[config.mk]
export PLATFORM = sky130hd
export DESIGN_NAME = pq_buffer_ctrl_flat
export DESIGN_NICKNAME = d
export VERILOG_FILES = /design/src/rtl/pq_buffer_ctrl_if.sv /design/src/rtl/pq_buffer_ctrl.sv /design/src/flat_wrapper.sv
export SDC_FILE = /design/constraint.sdc
export NUM_CORES = 1
export LEC_CHECK = 0
export CAP_MARGIN = 20
export CORE_MARGIN = 2
export CORE_UTILIZATION = 47
export DETAILED_ROUTE_END_ITERATION = 12
export MAX_ROUTING_LAYER = met4
export PLACE_DENSITY = 0.83
export REMOVE_ABC_BUFFERS = 1
export SLEW_MARGIN = 15
export SYNTH_ARGS = -nofsm -noshare
export SYNTH_HDL_FRONTEND = slang
export SYNTH_SLANG_ARGS = --single-unit
[constraint.sdc]
create_clock -name clk -period 2.4 [get_ports clk]
set_input_delay 0.48 -clock clk [delete_from_list [all_inputs] [get_ports clk]]
set_output_delay 0.48 -clock clk [all_outputs]
set_load 0.01 [all_outputs]
[src/rtl/pq_buffer_ctrl_if.sv]
// Ping-pong buffer controller bundle.
// Producer, consumer and buffer-control signals.
interface pq_buffer_ctrl_if #(
  parameter int ADDR_WIDTH = 4
);
  logic [ADDR_WIDTH:0]   cfg_len;
  logic                  flush;
  logic                  in_valid;
  logic                  in_ready;
  logic                  out_req;
  logic                  ctrl;
  logic                  wr_en;
  logic [ADDR_WIDTH-1:0] wr_addr;
  logic                  rd_en;
  logic [ADDR_WIDTH-1:0] rd_addr;
  logic                  rd_data_valid;
  logic                  rd_data_last;
  logic                  wr_frame_done;
  logic                  rd_frame_done;
  logic                  busy;

  modport master (
    input  cfg_len,
    input  flush,
    input  in_valid,
    output in_ready,
    input  out_req,
    output ctrl,
    output wr_en,
    output wr_addr,
    output rd_en,
    output rd_addr,
    output rd_data_valid,
    output rd_data_last,
    output wr_frame_done,
    output rd_frame_done,
    output busy
  );

  modport slave (
    output cfg_len,
    output flush,
    output in_valid,
    input  in_ready,
    output out_req,
    input  ctrl,
    input  wr_en,
    input  wr_addr,
    input  rd_en,
    input  rd_addr,
    input  rd_data_valid,
    input  rd_data_last,
    input  wr_frame_done,
    input  rd_frame_done,
    input  busy
  );
endinterface

[src/rtl/pq_buffer_ctrl.sv]
// Ping-pong buffer sequencing controller.
// Packs a stream into frames, swaps banks, aligns read valid.
module pq_buffer_ctrl #(
  parameter int ADDR_WIDTH = 4,
  parameter int RD_LAT     = 2
) (
  input  logic clk,
  input  logic rst,
  pq_buffer_ctrl_if.master bus
);

  localparam int CW = ADDR_WIDTH + 1;
  localparam logic [CW-1:0] DEPTH =
    {1'b1, {ADDR_WIDTH{1'b0}}};
  localparam logic [CW-1:0] ONE =
    {{ADDR_WIDTH{1'b0}}, 1'b1};

  logic              ctrl_q;
  logic              wfull;
  logic              rfull;
  logic [CW-1:0]     wcnt;
  logic [CW-1:0]     rcnt;
  logic [CW-1:0]     wlen;
  logic [CW-1:0]     rlen;
  logic [RD_LAT-1:0] vsr;
  logic [RD_LAT-1:0] lsr;

  logic [CW-1:0]     len_clamp;
  logic [CW-1:0]     wlen_use;
  logic [CW-1:0]     wcnt_inc;
  logic [CW-1:0]     rcnt_inc;
  logic              in_rdy;
  logic              wr_go;
  logic              wr_last;
  logic              rd_go;
  logic              rd_last;
  logic              swap;

  // Clamp the requested frame length into 1..DEPTH.
  always_comb begin
    len_clamp = bus.cfg_len;
    if (bus.cfg_len == '0 || bus.cfg_len > DEPTH)
      len_clamp = DEPTH;
  end

  // A frame's first word already sees its new length.
  assign wlen_use = (wcnt == '0) ? len_clamp : wlen;
  assign wcnt_inc = wcnt + ONE;
  assign rcnt_inc = rcnt + ONE;

  assign in_rdy  = !wfull && !bus.flush;
  assign wr_go   = bus.in_valid && in_rdy;
  assign wr_last = wr_go && (wcnt_inc == wlen_use);

  assign rd_go   = rfull && bus.out_req && !bus.flush;
  assign rd_last = rd_go && (rcnt_inc == rlen);

  // Both sides idle-or-done: hand the full bank over.
  assign swap    = wfull && !rfull && !bus.flush;

  // Write-side fill counter and full flag.
  always_ff @(posedge clk or posedge rst) begin
    if (rst) begin
      wcnt  <= '0;
      wfull <= 1'b0;
      wlen  <= DEPTH;
    end else if (bus.flush) begin
      wcnt  <= '0;
      wfull <= 1'b0;
    end else if (wr_go) begin
      if (wcnt == '0)
        wlen <= len_clamp;
      if (wr_last) begin
        wcnt  <= '0;
        wfull <= 1'b1;
      end else begin
        wcnt  <= wcnt_inc;
      end
    end else if (swap) begin
      wfull <= 1'b0;
    end
  end

  // Read-side drain counter, full flag and bank select.
  always_ff @(posedge clk or posedge rst) begin
    if (rst) begin
      rcnt   <= '0;
      rfull  <= 1'b0;
      rlen   <= DEPTH;
      ctrl_q <= 1'b0;
    end else if (bus.flush) begin
      rcnt   <= '0;
      rfull  <= 1'b0;
    end else if (swap) begin
      ctrl_q <= ~ctrl_q;
      rfull  <= 1'b1;
      rlen   <= wlen;
    end else if (rd_go) begin
      if (rd_last) begin
        rcnt  <= '0;
        rfull <= 1'b0;
      end else begin
        rcnt  <= rcnt_inc;
      end
    end
  end

  // Delay issue/last to line up with the buffer dout.
  always_ff @(posedge clk or posedge rst) begin
    if (rst) begin
      vsr <= '0;
      lsr <= '0;
    end else begin
      vsr[0] <= rd_go;
      lsr[0] <= rd_last;
      for (int i = 1; i < RD_LAT; i++) begin
        vsr[i] <= vsr[i-1];
        lsr[i] <= lsr[i-1];
      end
    end
  end

  assign bus.in_ready      = in_rdy;
  assign bus.ctrl          = ctrl_q;
  assign bus.wr_en         = wr_go;
  assign bus.wr_addr       = wcnt[ADDR_WIDTH-1:0];
  assign bus.rd_en         = rd_go;
  assign bus.rd_addr       = rcnt[ADDR_WIDTH-1:0];
  assign bus.rd_data_valid = vsr[RD_LAT-1];
  assign bus.rd_data_last  = lsr[RD_LAT-1];
  assign bus.wr_frame_done = wr_last;
  assign bus.rd_frame_done = rd_last;
  assign bus.busy          = wfull | rfull
                           | (wcnt != '0)
                           | (rcnt != '0)
                           | (|vsr);

endmodule

[src/flat_wrapper.sv]
// flat-port wrapper written by rule: the top's interface ports become plain ports
module pq_buffer_ctrl_flat 
#(
  parameter int ADDR_WIDTH = 4,
  parameter int RD_LAT     = 2
)
  (clk, rst, bus_cfg_len, bus_flush, bus_in_valid, bus_in_ready, bus_out_req, bus_ctrl, bus_wr_en, bus_wr_addr, bus_rd_en, bus_rd_addr, bus_rd_data_valid, bus_rd_data_last, bus_wr_frame_done, bus_rd_frame_done, bus_busy);
  pq_buffer_ctrl_if #(.ADDR_WIDTH(ADDR_WIDTH)) bus_i ();
  input  logic clk;
  input  logic rst;
  input wire logic [$bits(bus_i.cfg_len)-1:0] bus_cfg_len;
  input wire logic [$bits(bus_i.flush)-1:0] bus_flush;
  input wire logic [$bits(bus_i.in_valid)-1:0] bus_in_valid;
  output wire logic [$bits(bus_i.in_ready)-1:0] bus_in_ready;
  input wire logic [$bits(bus_i.out_req)-1:0] bus_out_req;
  output wire logic [$bits(bus_i.ctrl)-1:0] bus_ctrl;
  output wire logic [$bits(bus_i.wr_en)-1:0] bus_wr_en;
  output wire logic [$bits(bus_i.wr_addr)-1:0] bus_wr_addr;
  output wire logic [$bits(bus_i.rd_en)-1:0] bus_rd_en;
  output wire logic [$bits(bus_i.rd_addr)-1:0] bus_rd_addr;
  output wire logic [$bits(bus_i.rd_data_valid)-1:0] bus_rd_data_valid;
  output wire logic [$bits(bus_i.rd_data_last)-1:0] bus_rd_data_last;
  output wire logic [$bits(bus_i.wr_frame_done)-1:0] bus_wr_frame_done;
  output wire logic [$bits(bus_i.rd_frame_done)-1:0] bus_rd_frame_done;
  output wire logic [$bits(bus_i.busy)-1:0] bus_busy;
  assign bus_i.cfg_len = bus_cfg_len;
  assign bus_i.flush = bus_flush;
  assign bus_i.in_valid = bus_in_valid;
  assign bus_in_ready = bus_i.in_ready;
  assign bus_i.out_req = bus_out_req;
  assign bus_ctrl = bus_i.ctrl;
  assign bus_wr_en = bus_i.wr_en;
  assign bus_wr_addr = bus_i.wr_addr;
  assign bus_rd_en = bus_i.rd_en;
  assign bus_rd_addr = bus_i.rd_addr;
  assign bus_rd_data_valid = bus_i.rd_data_valid;
  assign bus_rd_data_last = bus_i.rd_data_last;
  assign bus_wr_frame_done = bus_i.wr_frame_done;
  assign bus_rd_frame_done = bus_i.rd_frame_done;
  assign bus_busy = bus_i.busy;
  pq_buffer_ctrl #(.ADDR_WIDTH(ADDR_WIDTH), .RD_LAT(RD_LAT)) u_core (.clk(clk), .rst(rst), .bus(bus_i));
endmodule
==> results of run 1 <==
[worst max-delay path: stages, from the launching register on]
cell and delay [ns]:
dfrtp_1 0.42, inv_2 0.08, ha_4 0.12, nor4b_4 0.23
buf_6 0.20, buf_4 0.15, mux2i_2 0.24, xnor2_1 0.13
nor3_2 0.17, buf_2 0.16
[per-layer routing]
layer / track usage / up-vias / routed length (um)
met5: - / - / 0
met4: 0.08889 / 0 / 57
met3: 0.02899 / 5 / 166
met2: 0.3533 / 49 / 2008
met1: 0.2497 / 647 / 1602
li1: - / 596 / -
[kinds of logic (layout without fill, tap and decap cells)]
| kind of cell | count (synthesis) | after routing | share of synthesized area |
|---|---|---|---|
| buf+inv | 20 | 70 | 0.07529 |
| flops | 27 | 27 | 0.4251 |
| xor+xnor | 17 | 17 | 0.1247 |
| mux | 14 | 14 | 0.09490 |
| simple gates | 43 | 43 | 0.1576 |
| fa+ha+maj | 5 | 5 | 0.03922 |
| compound gates | 21 | 21 | 0.08314 |
[Yosys cell counts, types with 2 or more instances]
| master | n |
|---|---|
| a21oi_1 | 5 |
| a22o_1 | 3 |
| a31oi_1 | 2 |
| and3_1 | 2 |
| buf_4 | 8 |
| buf_6 | 2 |
| dfrtp_1 | 25 |
| dfstp_2 | 2 |
| ha_1 | 5 |
| inv_1 | 9 |
| mux2_2 | 9 |
| mux2i_1 | 5 |
| nand2_1 | 15 |
| nand3_1 | 3 |
| nor2_1 | 3 |
| nor2b_1 | 6 |
| nor3_1 | 4 |
| nor3b_1 | 2 |
| o211ai_1 | 4 |
| o21ai_0 | 4 |
| xnor2_1 | 5 |
| xnor2_2 | 2 |
| xnor3_1 | 2 |
| xor2_1 | 7 |
[registers in the layout, indices dropped and copies added (netlist names)]
name             cells
u_core.wfull         1
u_core.rcnt          5
u_core.wcnt          5
u_core.vsr           2
u_core.rlen          5
u_core.wlen          5
u_core.rfull         1
u_core.bus.ctrl      1
u_core.lsr           2
[power breakdown]
| part | internal (uW) | leakage, uW | switching [uW] |
|---|---|---|---|
| Clock | 63.2 | 0.0000177 | 151 |
| Combinational | 214 | 0.000664 | 160 |
| Sequential | 516 | 0.000359 | 52.3 |
[worst max path at each step]
| stage | end | depth (start not counted) |
|---|---|---|
| 3_3_place_gp | bus_wr_frame_done | 9 |
| 2_1_floorplan | bus_wr_frame_done | 7 |
| 3_5_place_dp | bus_wr_frame_done | 9 |
| 4_1_cts | bus_wr_frame_done | 9 |
| 5_1_grt | bus_wr_frame_done | 9 |
| 6_report | bus_wr_frame_done | 9 |
[stage by stage]
stage	power, uW	utilization	setup TNS [ns]	std cells	setup slack (ns)
floorplan	738.5	-	-0.5447	136	-0.3158
global placement	865.5	0.6130	-4.295	235	-1.135
detailed placement	879.4	0.6130	-5.236	235	-1.235
CTS	1108	0.6413	-0.5135	241	-0.4192
global route	1205	0.6704	-0.8539	243	-0.4708
finish	1157	0.6704	-0.5109	243	-0.3428
[what timing repair did]
item	in CTS	in global routing
hold buffers	0	0
pin swaps	9	7
buffers inserted	2	2
gates resized for setup	42	21
hold endpoints to repair	0	0
endpoints found under the setup margin	11	4
[area by class of cell]
type | count | area, um^2 | share of cell area
clock buffers | 3 | 22.52 | 0.01015
clock inverters | 1 | 5.005 | 0.002255
inverters | 9 | 33.78 | 0.01522
multi-input cells | 100 | 943.4 | 0.4250
flip-flops and latches | 27 | 680.7 | 0.3067
well taps | 46 | 57.56 | 0.02593
repair buffers | 57 | 476.7 | 0.2148
==> metrics.txt, run 1 <==
#FFs+latches synth=27; chip width=62.26 um; Placed Area=2029 um^2; crit path DAT=2.26 ns; commonest non-fill, non-tap cell in the layout=buf_4; violated checks=setup timing; DPL Wire Length=2707 um; r2r worst-path depth=11; Buffers on Ports=26; worst path required time=1.92 ns; Rel. slew slack=0.6887; Syn Area/Cell=10.85 um^2; die area=3876 um^2; H-tree depth=1; row count=21; Root Buffer=clkbuf_4; clock latency on the worst-skew pair=0.35 ns; area share of the largest cell type after synthesis=0.3922; power density cells=521.1 nW/um^2; Reg clk slew, reported paths=0.15 ns; first drt pass iteration count=4; final instance area=2220 um^2; Routed WL per cell=15.78 um; reg2reg end=u_core.wfull$_DFFE_PP0P_; warning count from the yosys run=0; final WL=around 3800 um; critical setup path kind=flop to output pin; maximum vdd drop=297.3 uV; Total Routing Usage GR=0.2080; Initial Utilization=0.4819; Die Span Y=62.26 um; endpoints failing hold=0; clock buffer count from CTS=3; RSZ-0062 raised after global routing=yes; drt initial violations=78; async set-reset flop share out of synthesis=1.000; Core ar.=3311 um^2; Reg2Reg Setup Slack=-0.16 ns; Max Fclk=around 360 MHz; # nets final=about 210; antenna violations before repair=0; CTS Sinks=27; commonest non-fill, non-tap cells in the layout=30 x buf_4, 23 x dfrtp_1, 17 x clkdlybuf4s50_1; layout cells sized above 1=0.4264; final worst-path cycle share=1.143; detailed-route DRC error count=0; Seq/Total Area, Yosys=0.4251; Max-Cap Viols=0; HP Class=input pin to asynchronous set/reset pin; Yosys cell types=37; Routed Antenna Nets=0; setup ws final=-0.3428 ns; global-route wire length before repair=6134 um; number of global-route vias before repair=between 1000 and 1500; EDFF count, synth=0; final setup vio count=2; Area Growth Syn to Fin=39.14%; status=finished, violations left; Final Max Tran Viols=0; ANT cells=0; worst-path fanout max=5; worst clock skew=roughly 0.0058 ns; DR vias/cell=5.337; largest net degree at the start of global routing=16; Syn Inst Count=147; Synth area leaders=dfrtp_1 39%, mux2_2 6.4%, ha_1 3.9%; Post-Route Hold Slack=0.3668 ns; worst-margin pin slew=0.4669 ns; reg-to-reg startpoint=u_core.wcnt[1]$_DFFE_PP0P_; GRT overflow=0; TritonCTS clock tree=done; number of buffers on the longest clock path=2; LEAKAGE=0.001040 uW; Boundary Pins=27; CP Capture Type=output pin; Critical Path Source=u_core.wcnt[1]$_DFFE_PP0P_; Most used DFF post-synth=dfrtp_1; via count=1297; startpoint types=flop; top cell type by total area after synthesis=dfrtp_1; Mapped Area=1595 um^2; # fillers=253; min cycle time layout=approximately 2.7 ns; Final Wtd Congestion=0.9121
No activity file was read; power rests on OpenSTA's default activity.
==> run 2, diff against run 1 <==
--- a/config.mk
+++ b/config.mk
@@ -9,7 +9,6 @@
 export CORE_MARGIN = 2
 export CORE_UTILIZATION = 47
 export DETAILED_ROUTE_END_ITERATION = 12
-export MAX_ROUTING_LAYER = met4
 export PLACE_DENSITY = 0.83
 export REMOVE_ABC_BUFFERS = 1
 export SLEW_MARGIN = 15
==> metrics.txt, run 2 (synthesized netlist as in run 1, its figures left out) <==
worst-path fanout max=4; drt initial violations=91; final worst-path cycle share=1.132; die area=around 3900 um^2; worst-margin pin slew=0.4369 ns; maximum vdd drop=roughly 340 uV; Core ar.=roughly 3300 um^2; Hold-fix buffers, CTS=0; GRT overflow=0; r2r worst-path depth=11; commonest non-fill, non-tap cell in the layout=buf_4; Reg clk slew, reported paths=0.17 ns; Buffers on Ports=26; ANT cells=0; min cycle time layout=2.716 ns; Final Power=approximately 1200 uW; detailed-route DRC error count=0; power density cells=roughly 520 nW/um^2; worst path required time=approximately 1.9 ns; HP Class=input pin to asynchronous set/reset pin; Total Routing Usage GR=0.2035; Boundary Pins=27; crit path DAT=2.24 ns; setup ws final=-0.3161 ns; layout cells sized above 1=0.4179; chip width=62.26 um; endpoints failing hold=0; Routed WL per cell=15.08 um; commonest non-fill, non-tap cells in the layout=33 x buf_4, 24 x dfrtp_1, 18 x clkdlybuf4s50_1; critical setup path kind=input pin to output pin; TritonCTS clock tree=done; antenna violations before repair=0; final setup vio count=2; first drt pass iteration count=4; Finished Layout Cells=247; number of global-route vias before repair=1318; Root Buffer=clkbuf_4; Final Wtd Congestion=around 0.9; via count=between 1000 and 1500; Post-Route Hold Slack=0.3797 ns; row count=21; RSZ-0062 raised after global routing=yes; # fillers=249; # nets final=217; clock buffer count from CTS=3; violated checks=setup timing; number of buffers on the longest clock path=2; Initial Utilization=0.4819; CTS Sinks=27; Area Growth Syn to Fin=40.31%; Rel. slew slack=0.7087; DPL Wire Length=2708 um; Max-Cap Viols=0; DP Cell Count=235; LEAKAGE=0.001072 uW; startpoint types=input pin; Routed Antenna Nets=0; Util after Layout=0.6761; Die Span Y=62.26 um; H-tree depth=1; worst clock skew=a little over 0.009 ns; Final Max Tran Viols=0; global-route wire length before repair=between 6000 and 7000 um; sequential cell area=679.4 um^2; final WL=3725 um; DR vias/cell=5.223; largest net degree at the start of global routing=17; status=finished, violations left; CP Capture Type=output pin; Max Fclk=368.2 MHz; clock latency on the worst-skew pair=0.36 ns; area of the multi-input gates=924.6 um^2
-- run 2: what timing repair did --
item / in CTS / in global routing
pin swaps: 9 / 10
gates resized for setup: 33 / 28
endpoints found under the setup margin: 11 / 5
setup buffers: 4 / 4
-- run 2: worst paths after layout --
kind / from / to / slack (ns)
max: bus_cfg_len[3] / bus_wr_frame_done / -0.32
min in group clk: u_core.vsr[0]$_DFF_PP0_ / u_core.vsr[1]$_DFF_PP0_ / 0.40
min reg2reg: u_core.vsr[0]$_DFF_PP0_ / u_core.vsr[1]$_DFF_PP0_ / 0.40
max in group asynchronous: rst / u_core.wlen[4]$_DFFE_PP1P_ / 1.44
max reg2reg: u_core.wcnt[0]$_DFFE_PP0P_ / u_core.wfull$_DFFE_PP0P_ / -0.11
min: rst / u_core.wfull$_DFFE_PP0P_ / 0.38
-- run 2: worst max-delay path: stages --
cell     delay, ns
buf_6         0.09
or4_4         0.54
ha_4          0.34
nor2b_4       0.05
mux2i_2       0.20
xnor2_2       0.15
nand4_2       0.13
nor3_2        0.12
buf_2         0.15
-- run 2: per-stage QoR --
stage	cell area, um^2	setup WS, ns	setup TNS, ns
floorplan	1509	-0.3158	-0.5447
global placement	2029	-1.134	-4.325
detailed placement	2029	-1.194	-4.982
CTS	2116	-0.4031	-0.5138
global route	2238	-0.3872	-0.6064
finish	2238	-0.3161	-0.4770
-- run 2: metal layers --
layer	part of all wire	GRT usage	up-vias	routed length, um
met5	0	0	-	0
li1	-	-	608	-
met3	0.040	0.04348	9	149
met2	0.51	0.3397	39	1901
met4	0.028	0.1028	0	104
met1	0.42	0.2497	634	1571
-- run 2: cell type report --
class / count / share of cell area
flip-flops and latches: 27 / 0.3035
multi-input cells: 100 / 0.4131
clock buffers: 3 / 0.01006
well taps: 46 / 0.02571
inverters: 9 / 0.01509
clock inverters: 1 / 0.003354
repair buffers: 61 / 0.2292
-- run 2: power breakdown --
| group | total, uW | switching (uW) | internal [uW] |
|---|---|---|---|
| logic | 368 | 151 | 217 |
| registers | 564 | 48.4 | 516 |
| clock network | 223 | 159 | 64.3 |
